[src/rtl/if_stage_if.sv]
// rtl/if_stage_if.sv - instruction SRAM port bundle between the fetch stage and the SRAM
interface if_stage_if;
    logic        inst_sram_en;
    logic [3:0]  inst_sram_wen;
    logic [31:0] inst_sram_addr;
    logic [31:0] inst_sram_wdata;
    logic [31:0] inst_sram_rdata;

    modport master (
        output inst_sram_en,
        output inst_sram_wen,
        output inst_sram_addr,
        output inst_sram_wdata,
        input  inst_sram_rdata
    );

    modport slave (
        input  inst_sram_en,
        input  inst_sram_wen,
        input  inst_sram_addr,
        input  inst_sram_wdata,
        output inst_sram_rdata
    );
endinterface

[src/rtl/if_stage.sv]
// rtl/if_stage.sv - MIPS instruction fetch: PC, redirects across stalls, IF/ID word buffer
module if_stage #(
    parameter logic [31:0] RESET_PC = 32'hBFBF_FFFC
) (
    input  logic         clk,
    input  logic         rst,
    input  logic [5:0]   stall,
    input  logic [32:0]  br_bus,
    output logic [33:0]  if_to_id_bus,
    output logic [31:0]  if_inst,
    if_stage_if.master   inst_sram
);

    // A redirect seen while the PC is held is remembered until the hold lifts.
    typedef enum logic {
        PC_NOPEND = 1'b0,
        PC_PEND   = 1'b1
    } pc_state_e;

    pc_state_e   state_q, state_d;
    logic [31:0] pc_q, pc_d;
    logic        ce_q, ce_d;
    logic        adel_q, adel_d;
    logic [31:0] pend_addr_q, pend_addr_d;
    logic        buf_valid_q, buf_valid_d;
    logic [31:0] inst_buf_q, inst_buf_d;

    logic        br_e;
    logic [31:0] br_addr;
    logic        hold_pc;
    logic        hold_ifid;
    logic [31:0] next_pc;
    logic        stall_unused;

    assign br_e      = br_bus[32];
    assign br_addr   = br_bus[31:0];
    assign hold_pc   = stall[0];
    assign hold_ifid = stall[1];
    // Later pipeline stages own the upper stall bits; fetch ignores them.
    assign stall_unused = &{1'b0, stall[5:2]};

    // Next fetch address: live redirect beats a remembered one, which beats sequential.
    always_comb begin
        next_pc = pc_q + 32'd4;
        if (br_e) begin
            next_pc = br_addr;
        end else if (state_q == PC_PEND) begin
            next_pc = pend_addr_q;
        end
    end

    // PC advance / hold and pending-redirect capture.
    always_comb begin
        state_d     = state_q;
        pc_d        = pc_q;
        ce_d        = ce_q;
        adel_d      = adel_q;
        pend_addr_d = pend_addr_q;
        if (!hold_pc) begin
            pc_d    = next_pc;
            ce_d    = 1'b1;
            adel_d  = (next_pc[1:0] != 2'b00);
            state_d = PC_NOPEND;
        end else begin
            case (state_q)
                PC_NOPEND: begin
                    if (br_e) begin
                        state_d     = PC_PEND;
                        pend_addr_d = br_addr;
                    end
                end
                PC_PEND: begin
                    if (br_e) begin
                        pend_addr_d = br_addr;
                    end
                end
                default: state_d = PC_NOPEND;
            endcase
        end
    end

    // Capture the word on the first IF/ID-held edge; SRAM data is not refetched while held.
    always_comb begin
        buf_valid_d = buf_valid_q;
        inst_buf_d  = inst_buf_q;
        if (!hold_ifid) begin
            buf_valid_d = 1'b0;
        end else if (!buf_valid_q) begin
            buf_valid_d = 1'b1;
            inst_buf_d  = inst_sram.inst_sram_rdata;
        end
    end

    // PC state registers.
    always_ff @(posedge clk or negedge rst) begin
        if (!rst) begin
            state_q     <= PC_NOPEND;
            pc_q        <= RESET_PC;
            ce_q        <= 1'b0;
            adel_q      <= 1'b0;
            pend_addr_q <= 32'b0;
        end else begin
            state_q     <= state_d;
            pc_q        <= pc_d;
            ce_q        <= ce_d;
            adel_q      <= adel_d;
            pend_addr_q <= pend_addr_d;
        end
    end

    // Instruction buffer registers.
    always_ff @(posedge clk or negedge rst) begin
        if (!rst) begin
            buf_valid_q <= 1'b0;
            inst_buf_q  <= 32'b0;
        end else begin
            buf_valid_q <= buf_valid_d;
            inst_buf_q  <= inst_buf_d;
        end
    end

    // Misaligned PCs are presented as a nop so decode only has to look at adel.
    always_comb begin
        if_inst = inst_sram.inst_sram_rdata;
        if (adel_q) begin
            if_inst = 32'b0;
        end else if (buf_valid_q) begin
            if_inst = inst_buf_q;
        end
    end

    assign if_to_id_bus              = {adel_q, ce_q, pc_q};
    assign inst_sram.inst_sram_en    = rst & ~hold_pc & (next_pc[1:0] == 2'b00);
    assign inst_sram.inst_sram_wen   = 4'b0;
    assign inst_sram.inst_sram_addr  = next_pc;
    assign inst_sram.inst_sram_wdata = 32'b0;

endmodule

[src/flat_wrapper.sv]
// flat-port wrapper written by rule: the top's interface ports become plain ports
module if_stage_flat 
#(
    parameter logic [31:0] RESET_PC = 32'hBFBF_FFFC
)
  (clk, rst, stall, br_bus, if_to_id_bus, if_inst, inst_sram_inst_sram_en, inst_sram_inst_sram_wen, inst_sram_inst_sram_addr, inst_sram_inst_sram_wdata, inst_sram_inst_sram_rdata);
  if_stage_if inst_sram_i ();
  input  logic clk;
  input  logic rst;
  input  logic [5:0] stall;
  input  logic [32:0] br_bus;
  output logic [33:0] if_to_id_bus;
  output logic [31:0] if_inst;
  output wire logic [$bits(inst_sram_i.inst_sram_en)-1:0] inst_sram_inst_sram_en;
  output wire logic [$bits(inst_sram_i.inst_sram_wen)-1:0] inst_sram_inst_sram_wen;
  output wire logic [$bits(inst_sram_i.inst_sram_addr)-1:0] inst_sram_inst_sram_addr;
  output wire logic [$bits(inst_sram_i.inst_sram_wdata)-1:0] inst_sram_inst_sram_wdata;
  input wire logic [$bits(inst_sram_i.inst_sram_rdata)-1:0] inst_sram_inst_sram_rdata;
  assign inst_sram_inst_sram_en = inst_sram_i.inst_sram_en;
  assign inst_sram_inst_sram_wen = inst_sram_i.inst_sram_wen;
  assign inst_sram_inst_sram_addr = inst_sram_i.inst_sram_addr;
  assign inst_sram_inst_sram_wdata = inst_sram_i.inst_sram_wdata;
  assign inst_sram_i.inst_sram_rdata = inst_sram_inst_sram_rdata;
  if_stage #(.RESET_PC(RESET_PC)) u_core (.clk(clk), .rst(rst), .stall(stall), .br_bus(br_bus), .if_to_id_bus(if_to_id_bus), .if_inst(if_inst), .inst_sram(inst_sram_i));
endmodule
[config.mk]
export PLATFORM = sky130hd
export DESIGN_NAME = if_stage_flat
export DESIGN_NICKNAME = d
export VERILOG_FILES = /design/src/rtl/if_stage_if.sv /design/src/rtl/if_stage.sv /design/src/flat_wrapper.sv
export SDC_FILE = /design/constraint.sdc
export NUM_CORES = 1
export LEC_CHECK = 0
export CAP_MARGIN = 20
export CORE_UTILIZATION = 24
export DETAILED_ROUTE_END_ITERATION = 12
export MAX_ROUTING_LAYER = met4
export PLACE_DENSITY_LB_ADDON = 0.2
export SYNTH_ARGS = -nofsm -noshare
export SYNTH_HDL_FRONTEND = slang
export SYNTH_SLANG_ARGS = --single-unit
[constraint.sdc]
create_clock -name clk -period 3.9 [get_ports clk]
set_clock_uncertainty 0.2 [all_clocks]
set_input_delay 0.975 -clock clk [delete_from_list [all_inputs] [get_ports clk]]
set_output_delay 0.975 -clock clk [all_outputs]
set_load 0.02 [all_outputs]
==> results by group <==
Clock network
  • CTS Buf Count: 9
  • TritonCTS clock tree: yes
  • Clock buffer depth: 2
  • CTS HTree Levels: 3
  • # clock sinks: 100
  • Worst-path clk slew: 70 ps
  • Skew-Pair Late Insertion Delay: 350 ps
  • Clock Tree Root: clkbuf_16
  • Post-CTS Hold Fix Bufs: 0

Floorplan
  • Die H: ~160 um
  • Core box area: ~25,000 um2
  • Starting Density: around a quarter
  • Num rows: 57
  • Ports: ~210
  • DIE AREA: 26,000 um2
  • Die W: approximately 160 um

Power
  • Leak: about 0.0036 uW
  • Internal power: approximately 2400 uW
  • Switching part of the total power: approximately 33%
  • Comb pwr share: 34.9%
  • Max VDD drop: between 0.15 and 0.2 mV
  • Psw: about 1200 uW
  • Seq pwr share: 37.6%
  • Power per cell area: approximately 410 nW/um2
  • Clock power frac: 27.5%

STA
  • Slew Viols, Final: 0
  • RSZ-0062 raised after global routing: true
  • Slew HR: roughly two fifths
  • # setup viols final: 0
  • Tmin final: around 3800 ps
  • Fin crit share: between 90% and 100%
  • Fmax: around 0.26 GHz
  • Final hold vios: 0
  • Measured slew at the worst slew-check pin: between 800 and 900 ps

Placed design
  • RD Place Congestion: between 0.7 and 0.8
  • Dpl cells: 1,114
  • I/O Buffers: around 170
  • DP HPWL: 13,600 um

Cells and area
  • # nets final: just under 900
  • Fill count: around 2,600
  • Final cell count without fillers: approximately 1,100
  • Sequential Area: between 2000 and 3000 um2
  • Area Overhead vs Synth: 42.7%
  • Final core occ: a little over a third
  • Area occupied by multi-input gates: around 3200 um2
  • Share of layout cells above drive strength 1: around 27%

Synthesis
  • Sequential fraction of the synthesis area: between 40% and 50%
  • FFs w/ async S/R, synth: 100%
  • Compound-cell area share of the yosys netlist: 12.8%
  • EDFF count, synth: 0
  • XOR/XNOR share of the synthesized area: between 2 and 3%
  • Synth unique cells: 55
  • Mux contribution to synthesized area: 20.7%
  • Yosys warning count: 0
  • Top FF cell, synth: dfrtp_1
  • Adder-Cell Fraction of Synth Area: 0.206%
  • Mean cell area of the mapped netlist: between 10 and 15 um2
  • Seq cells post-synth: 100
  • Synth Area in Simple Gates: 13.2%
  • Mapped Cells: 605
  • Main combinational cell family by area after synthesis: multiplexers
  • Synth Cell Area: slightly above 6000 um2

Setup path
  • Buf+Inv Stages, Crit Path: 3
  • Delay-heaviest family, CP: simple AND/OR/NAND/NOR gates
  • Top cell by count, worst path: buf_4
  • Req. time, crit path: ~2700 ps
  • Critical-path top delay cell: dfstp_2
  • Max incr delay on CP: between 500 and 600 ps
  • Crit Path Class: flip-flop to primary output
  • Critical Path Fanout Max: 6
  • Worst R2R Setup Slack: 1320 ps
  • Crit path DAT: approximately 2700 ps
  • Setup crit end kind: primary output
  • Critical Path Source Type: flip-flop
  • CP Cell Sequence: ha_2, nand4_4, or3_4, buf_4, nor4_1, xnor2_1, a21boi_0, buf_4, buf_4

Run status
  • Status: finished clean

Drt
  • Vias/cell: 4.57
  • Routed len/inst: ~17 um
  • Via count: around 5,200
  • DR iter-0 viols: between 150 and 200
  • Final wirelength: between 15,000 and 20,000 um
  • Number of remaining DRC errors: 0
  • Final ANT Viol Nets: 0
  • DRT Pass-1 Iters: 4

Flow run
  • Max cap viols: 0

Global route
  • Number of global-route vias before repair: 5,285
  • Global-route wire length before repair: between 20,000 and 30,000 um
  • Initial antenna violation count: 1
  • GR Overflow Total: 0
  • GR Util met1: a little under a fifth
  • Met2 track demand over resource: roughly 24%
  • GRT Max-Usage Layer: met2
  • GRT Total Usage: between 15 and 20%
  • Largest net degree at the start of global routing: 57
  • Met3 Usage GRT: between 5 and 6%

Worst hold path
  • Type of the tightest min-delay check: flip-flop to flip-flop
[stage by stage]
step / hold slack, ps / total power [uW] / setup TNS, ps / cell area, um2 / worst slack (ps)
2_1_floorplan: 236 / 2060 / 0 / 6220 / 136
3_3_place_gp: 259 / 2650 / -64.2 / 8320 / -58.5
3_5_place_dp: 263 / 2650 / -118 / 8320 / -61.5
4_1_cts: 282 / 3660 / 0 / 8630 / 0.307
5_1_grt: 312 / 3820 / -41.2 / 8680 / -39.4
6_report: 270 / 3600 / 0 / 8680 / 77.6
[flip-flops by register name, summed over array words and instances (netlist names)]
signal	flops
u_core.inst_buf_q	32
u_core.adel_q	1
u_core.buf_valid_q	1
u_core.ce_q	1
u_core.pc_q	32
u_core.state_q	1
u_core.pend_addr_q	32
[cell usage after synthesis, drive strengths merged (4+ instances only)]
cell / instances / area share (%)
o21ai: 30 / 2.5
a21oi: 22 / 1.8
and3: 7 / 0.72
a22oi: 12 / 1.5
nand2: 39 / 2.4
nor3: 7 / 0.58
xor2: 4 / 0.58
a31oi: 12 / 1.2
mux2i: 38 / 6.2
nor4: 6 / 0.62
a21boi: 8 / 0.99
nor2: 50 / 3.1
clkbuf: 19 / 1.2
and2: 4 / 0.41
dfrtp: 72 / 30
nand3: 11 / 1.1
o31a: 6 / 0.90
nand2b: 11 / 1.1
o31ai: 4 / 0.49
dfstp: 28 / 12
buf: 60 / 6.6
nand4: 10 / 1.4
mux2: 78 / 14
and4: 6 / 0.90
inv: 10 / 0.62
o22ai: 5 / 0.51
xnor2: 15 / 2.2
[path summary, 6_finish.rpt]
| check | from | to | depth (start not counted) |
|---|---|---|---|
| worst max-delay path | u_core.pc_q[2] | inst_sram_inst_sram_addr[30] | 9 |
| worst min-delay path | u_core.ce_q | u_core.ce_q | 1 |
| worst max register to register | u_core.pc_q[2] | u_core.pc_q[20] | 9 |
| worst min register to register | u_core.ce_q | u_core.ce_q | 1 |
| max in group asynchronous | rst | u_core.buf_valid_q | 3 |
| min in group asynchronous | rst | u_core.inst_buf_q[4] | 2 |
[repair_timing]
item / in CTS / in global routing
gates resized for setup: 31 / 34
endpoints found under the setup margin: 18 / 20
pin swaps: 0 / 3
hold endpoints to repair: 0 / 0
buffers inserted: 2 / 1
[logic make-up (layout without fill, tap and decap cells)]
group,Yosys count,count (layout)
XOR/XNOR,19,19
multiplexers,116,116
adder cells (fa/ha/maj),1,1
other,1,37
flip-flops,100,100
AO/OA/AOI/OAI,120,120
buffers and inverters,90,259
AND/OR/NAND/NOR,158,158
[routing by layer]
layer | routed length, um | part of all wire, %
met2 | 8720 | 46
met5 | 0 | 0
met1 | 8540 | 45
met3 | 1510 | 8.0
met4 | 97 | 0.51
[power by group through the flow]
stage / clock network [uW] / logic [uW] / registers [uW]
3_5_place_dp: 0 / 1270 / 1380
4_1_cts: 1040 / 1270 / 1360
3_3_place_gp: 0 / 1270 / 1370
5_1_grt: 1080 / 1360 / 1380
2_1_floorplan: 0 / 636 / 1420
6_report: 990 / 1260 / 1350
[cell usage in the layout, fill, tap and decap left out, types with 7 or more instances in the layout]
cell,n
buf_4,64
dfstp_2,28
mux2_2,78
xnor2_1,15
a21oi_1,22
clkdlybuf4s50_1,145
nor2_1,49
nand2_1,39
mux2i_1,38
and3_1,7
nand3_1,9
a21boi_0,8
nand2b_1,11
clkbuf_16,9
nand4_1,8
inv_1,9
dfrtp_1,71
conb_1,36
a31oi_1,12
o21ai_0,26
a22oi_1,12
[final cells by class]
type | instances | share of cell area (%)
multi-input combinational | 450 | 37.1
sequential | 100 | 29.2
tap | 324 | 4.67
inverter | 10 | 0.432
antenna | 1 | 0.0288
clock buffer | 9 | 2.59
timing repair buffer | 233 | 24.9
clock inverter | 7 | 1.04
No activity file was read; power rests on OpenSTA's default activity.
